[src/rtl/fifo_rd_unpacker.sv]
// fifo_rd_unpacker: drains a synchronous FIFO into a 2-word buffer and
// serializes each word onto an OUT_W-bit valid/ready stream, LSB slice first.
//
// Output handshake: a beat transfers on a clock edge where m_valid && m_ready.
// Once m_valid is high it stays high, with m_data/m_last unchanged, until that
// beat transfers. m_last marks the final beat of each buffered word.
module fifo_rd_unpacker #(
    parameter int DATA_W = 128,
    parameter int OUT_W  = 32
) (
    input  logic              clk,
    input  logic              reset,
    input  logic              fifo_empty,
    input  logic [DATA_W-1:0] fifo_rddata,
    output logic              fifo_rden,
    output logic              m_valid,
    input  logic              m_ready,
    output logic [OUT_W-1:0]  m_data,
    output logic              m_last
);

    localparam int BEATS = DATA_W / OUT_W;
    localparam int BW    = (BEATS > 1) ? $clog2(BEATS) : 1;
    localparam logic [BW-1:0] LAST_BEAT = BW'(BEATS - 1);

    logic [DATA_W-1:0] buffer [2];
    logic              wr_ptr;
    logic              rd_ptr;
    logic              inflight;   // fifo_rden of the previous cycle
    logic [1:0]        occ;        // words held in buffer (0..2)
    logic [BW-1:0]     beat;       // slice index within the head word
    logic [1:0]        load;       // held words plus the one being read
    logic [DATA_W-1:0] head;
    logic [OUT_W-1:0]  head_beats [BEATS];
    logic              xfer;
    logic              retire;

    // Issue a read only when a buffer slot is guaranteed free at capture time.
    assign load      = occ + {1'b0, inflight};
    assign fifo_rden = !reset && !fifo_empty && (load < 2'd2);

    assign head    = buffer[rd_ptr];
    assign m_valid = (occ != 2'd0);
    assign m_last  = m_valid && (beat == LAST_BEAT);
    assign m_data  = m_valid ? head_beats[beat] : '0;
    assign xfer    = m_valid && m_ready;
    assign retire  = xfer && m_last;

    // Split the head word into its output beats, beat 0 in the low bits.
    always_comb begin
        for (int i = 0; i < BEATS; i++) begin
            head_beats[i] = head[i*OUT_W +: OUT_W];
        end
    end

    // Buffer, pointers, occupancy and beat index; reset drops everything,
    // including any read still in flight.
    always_ff @(posedge clk) begin
        if (reset) begin
            buffer[0] <= '0;
            buffer[1] <= '0;
            wr_ptr    <= 1'b0;
            rd_ptr    <= 1'b0;
            inflight  <= 1'b0;
            occ       <= 2'd0;
            beat      <= '0;
        end else begin
            inflight <= fifo_rden;
            if (inflight) begin
                buffer[wr_ptr] <= fifo_rddata;
                wr_ptr         <= ~wr_ptr;
            end
            if (xfer) begin
                beat <= m_last ? '0 : beat + 1'b1;
            end
            if (retire) begin
                rd_ptr <= ~rd_ptr;
            end
            case ({inflight, retire})
                2'b10:   occ <= occ + 2'd1;
                2'b01:   occ <= occ - 2'd1;
                default: occ <= occ;
            endcase
        end
    end

endmodule

[config.mk]
export PLATFORM = sky130hd
export DESIGN_NAME = fifo_rd_unpacker
export DESIGN_NICKNAME = d
export VERILOG_FILES = /design/src/rtl/fifo_rd_unpacker.sv
export SDC_FILE = /design/constraint.sdc
export NUM_CORES = 1
export LEC_CHECK = 0
export CELL_PAD_IN_SITES_DETAIL_PLACEMENT = 0
export CELL_PAD_IN_SITES_GLOBAL_PLACEMENT = 1
export CORE_MARGIN = 10
export CORE_UTILIZATION = 43
export CTS_CLUSTER_DIAMETER = 100
export DETAILED_ROUTE_END_ITERATION = 8
export PLACE_DENSITY = 0.73
export SLEW_MARGIN = 0
export SYNTH_ARGS = -nofsm -noshare
export SYNTH_HDL_FRONTEND = slang
export SYNTH_SLANG_ARGS = --single-unit
export TNS_END_PERCENT = 100
[constraint.sdc]
create_clock -name clk -period 8.5 [get_ports clk]
set_input_delay 1.7 -clock clk [delete_from_list [all_inputs] [get_ports clk]]
set_output_delay 1.7 -clock clk [all_outputs]
set_load 0.1 [all_outputs]
==> Word-level counts from Yosys, hierarchy flattened <==
Memory sizes are Yosys's and may differ from the RTL's. A register that Yosys moved wholly into a read port is not among the register bits.
Cells that the tools add are included.
{ "word_totals": {"in_bits": 132, "regBits": 7, "ramBits": 256, "mem_count": 1, "wordCells": 44} }
{ "op_classes": {"n_reduce_logical": 10, "muxes": 16, "bitwise_logic": 3, "eq_ne": 3, "n_addsub": 4, "order_cmp": 2} }
{ "mem_list": {"columns": ["memory", "depth", "word_bits", "rd", "rd_ports_with_merged_regs", "wr", "line", "text"], "rows": [
  ["buffer", 2, 128, 1, 1, 2, "26", "logic [DATA_W-1:0] buffer [2];"]
]} }
{ "op_table": {"columns": ["cell", "count"], "rows": [
  ["2-to-1 mux 128 bit", 1],
  ["OR reduction 128 bit", 1],
  ["2-to-1 mux 32 bit", 3],
  ["binary-select mux 32 bit (select 2 bit)", 1],
  ["2-to-1 mux 1 bit", 9],
  ["logical AND 1 bit", 5],
  ["adder 2 x 1 -> 2 bit (second input constant)", 2],
  ["equality test 2 bit (second input constant)", 2],
  ["one-hot mux 2 bit (2 select lines)", 1],
  ["nonzero test 2 bit", 2],
  ["greater-or-equal comparator 3 bit (second input constant)", 1],
  ["inverter 2 -> 3 bit", 1],
  ["adder 2 x 1 -> 2 bit", 1],
  ["equality test 2 x 1 -> 1 bit (second input constant)", 1],
  ["logical NOT 1 bit", 2],
  ["< comparator 2 bit (second input constant)", 1],
  ["2-to-1 mux 2 bit", 1],
  ["inverter 1 bit", 2],
  ["subtractor 2 x 1 -> 2 bit (second input constant)", 1]
]} }

==> Depth between registers and ports, before layout <==
{ "depth": {"word_depth": 5, "ltp_mapped": 7, "mapped_depth_nobuf": 7} }

==> Least setup slack after synthesis <==
OpenSTA, ideal clock, no wires.
{ "synth_timing": {"path_type": "reg-to-reg", "startpoint": "register inflight", "endpoint": "memory buffer[0][0] (enable)", "t_arrival_ns": 6.319, "path_stages_with_launch": 3, "setup_slack_ns": 1.540, "setup_ns": 0.641, "path_cell_list": "dfxtp_1 > inv_2 > o21bai_1"} }
{ "synth_lines": {"columns": ["element", "line", "text"], "rows": [
  ["start, declared", "29", "logic inflight;"],
  ["start signal, assigned", "68", "inflight <= fifo_rden;"],
  ["end, declared", "26", null]
]} }

==> flow_metrics.py <==
metrics = {
    "sta": {
        "hold_slack_ns": 0.5134,
        "tightest_slew_ns": 1.089,
        "drv_slew": 0,
        "fin_ws_ns": 2.840,
        "finalSetupTns_ns": 0,
        "setup_viol": 0,
        "max_slew_margin_pct": 27.17,
        "rsz0062_at_grt": "false",
        "fin_crit_sh_pct": 66.59,
        "period_minus_slack_ns": 5.660,
        "final_hold_viol_count": 0,
        "finClkSkew_ns": 0.006348,
        "max_freq_ghz": 0.1767,
    },
    "synth": {
        "synth_edf_count": 256,
        "synth.avg_cell_area_um2": 14.00,
        "yosysUniqueCellTypes": 34,
        "synth-main-ff-cell": "edfxtp_1",
        "async_flop_share_pct": 0,
        "synth_seq_cells": 264,
        "postSynthCellCount": 877,
        "synth_warnings": 0,
        "synth_seq_area_share_pct": 63.91,
        "netlist_area_mm2": 0.01228,
        "syn_nets": 1011,
    },
    "placed_design": {
        "placed_area_mm2": 0.01418,
        "pre_cts_slack_ns": 2.992,
        "gp_congestion": 0.7722,
        "dp_hpwl_mm": 18.37,
        "port_buffers": 166,
    },
    "floorplan": {
        "initial_utilization_pct": 43.84,
        "die_h_um": 189.0,
        "die_x_um": 189.0,
        "dieArea_mm2": 0.03572,
        "num_rows": 61,
        "core_area_mm2": 0.02801,
        "io_pins": 167,
    },
    "cells_and_area": {
        "area_growth_pct": 22.11,
        "design_area_mm2": 0.01499,
        "final_common_cell": "and2_1",
        "utilization_pct": 53.53,
        "nNetsFinal": 1156,
        "final_cell_mix": "and2_1, edfxtp_1, clkdlybuf4s50_1",
        "drive_gt1_share_pct": 15.05,
        "seqCellArea_mm2": 0.007851,
        "n_fill_cell": 2393,
        "multi_input_area_mm2": 0.004076,
    },
    "critical_path": {
        "start_kind": "register",
        "r2r_slack_ns": 5.89,
        "cp_max_fo": 104,
        "crit_arrival_ns": 3.96,
        "r2r_cells": 4,
        "cp_data_required_time_ns": 6.80,
        "end_kind": "output port",
        "critPathKind": "reg -> out",
    },
    "route": {
        "vias": 7207,
        "wl_per_cell_um": 20.69,
        "drc": 0,
        "firstDrtPassIters": 5,
        "wl_mm": 29.42,
        "routed_via_density": 5.068,
        "ant_nets": 0,
        "drt_iter0_drc": 453,
    },
    "clock_tree": {
        "htreeDepth": 1,
        "cts_root_buffer": "clkbuf_16",
        "cts_sinks": 264,
        "clk_pin_slew_ns": 0.05,
        "cts_resized": 0,
        "clk_latency_ns": 0.54,
        "cts_hold_buf": 0,
        "cts_made_buffers": 28,
        "clk_path_buf_depth": 3,
        "cts_tree": "yes",
        "cts_setup_buffers": 0,
    },
    "global_routing": {
        "antenna_found_initial": 3,
        "grt_pass1_vias": 7409,
        "grt-ovfl-total": 0,
        "grt_max_degree": 105,
        "track_usage_pct": 16.03,
        "grt_pass1_wl_mm": 44.30,
    },
    "power_and_ir_drop": {
        "vdd_drop_max_mv": 0.1039,
        "power_density_mw_per_mm2": 198.7,
        "total_leakage_power_nw": 5.468,
    },
    "run": {
        "cap_viol_max_count": 0,
    },
    "hold_path": {
        "hp-class": "reg -> reg",
        "min_path_cells": 2,
    },
    "run_status": {
        "status": "finished clean",
    },
}
-- cells in the mapped netlist (2+ instances only) --
master / n / area (um^2)
xnor2_1: 3 / 26.28
nand2_1: 4 / 15.01
clkbuf_1: 9 / 33.78
a211oi_1: 32 / 240.2
nor2b_1: 32 / 200.2
nand2b_1: 2 / 12.51
mux2_2: 63 / 709.4
a21oi_1: 3 / 15.01
mux2_1: 13 / 146.4
nor3_1: 14 / 70.07
nor2_1: 4 / 15.01
buf_2: 40 / 200.2
or2_1: 2 / 12.51
or3_1: 2 / 12.51
edfxtp_1: 256 / 7687
buf_6: 7 / 78.83
xor2_1: 2 / 17.52
dfxtp_1: 8 / 160.2
and2_1: 257 / 1608
nor3_2: 21 / 210.2
o22ai_1: 31 / 193.9
buf_4: 8 / 60.06
mux2_4: 20 / 300.3
o21ai_1: 33 / 165.2
ha_1: 2 / 25.02
-- final timing paths --
path,start,endpoint
setup / recovery,register,m_data[14]
hold / removal,beat[1],beat[1]
setup reg to reg,inflight,buffer[0][12]
hold reg to reg,beat[1],beat[1]
-- cell type report --
class | count | share of cell area (%)
Tap cell | 378 | 3.154
Clock inverter | 11 | 0.3004
Clock buffer | 40 | 5.115
Timing Repair Buffer | 179 | 11.82
Inverter | 2 | 0.05007
Antenna cell | 1 | 0.01669
Multi-Input combinational cell | 547 | 27.19
Sequential cell | 264 | 52.36
-- through the flow --
step | instances | power [mW]
floorplan | 877 | 1.784
global placement | 1370 | 1.914
detailed placement | 1370 | 1.919
CTS | 1421 | 3.010
global route | 1422 | 3.087
finish | 1422 | 2.979
-- sequential cells by signal, summed over array words and instances (netlist names), named ones only --
signal and flops:
beat 2, buffer 256, inflight 1, occ 2
rd_ptr 1, wr_ptr 1
-- routing by layer --
| metal | vias up | part of all wire (%) | wire length (um) | GRT usage, % |
|---|---|---|---|---|
| met5 | - | 0.085 | 25 | 0 |
| met4 | 4 | 1.6 | 472 | 4.029 |
| met3 | 40 | 5.6 | 1657 | 2.940 |
| met2 | 168 | 48 | 14020 | 25.66 |
| met1 | 3535 | 45 | 13240 | 22.03 |
| li1 | 3460 | - | - | - |
-- worst max-delay path, stage by stage, from the launching register on --
cell	delay, ns
dfxtp_4	0.81
buf_12	0.48
mux2_2	0.41
o22ai_1	0.47
nor3_2	0.11
clkdlybuf4s50_1	1.00
-- power breakdown --
part / internal [mW] / switching [mW]
Clock: 0.621 / 0.472
Combinational: 0.140 / 0.218
Sequential: 1.51 / 0.0180
Total: 2.27 / 0.708
-- kinds of logic (layout without fill, tap and decap cells) --
logic type                 Yosys count  after routing  share of synthesized area, %
DFF                                264            264                         63.91
AOI/OAI and AO/OA                  103            103                         5.268
muxes                               96             96                         9.415
and+or+nand+nor                    341            341                         17.75
adders and majority gates            2              2                        0.2038
other                                0              1                             0
buffers and inverters               66            232                         3.098
xor gates and xnor gates             5              5                        0.3567
Power figures use the tool's default switching activity.
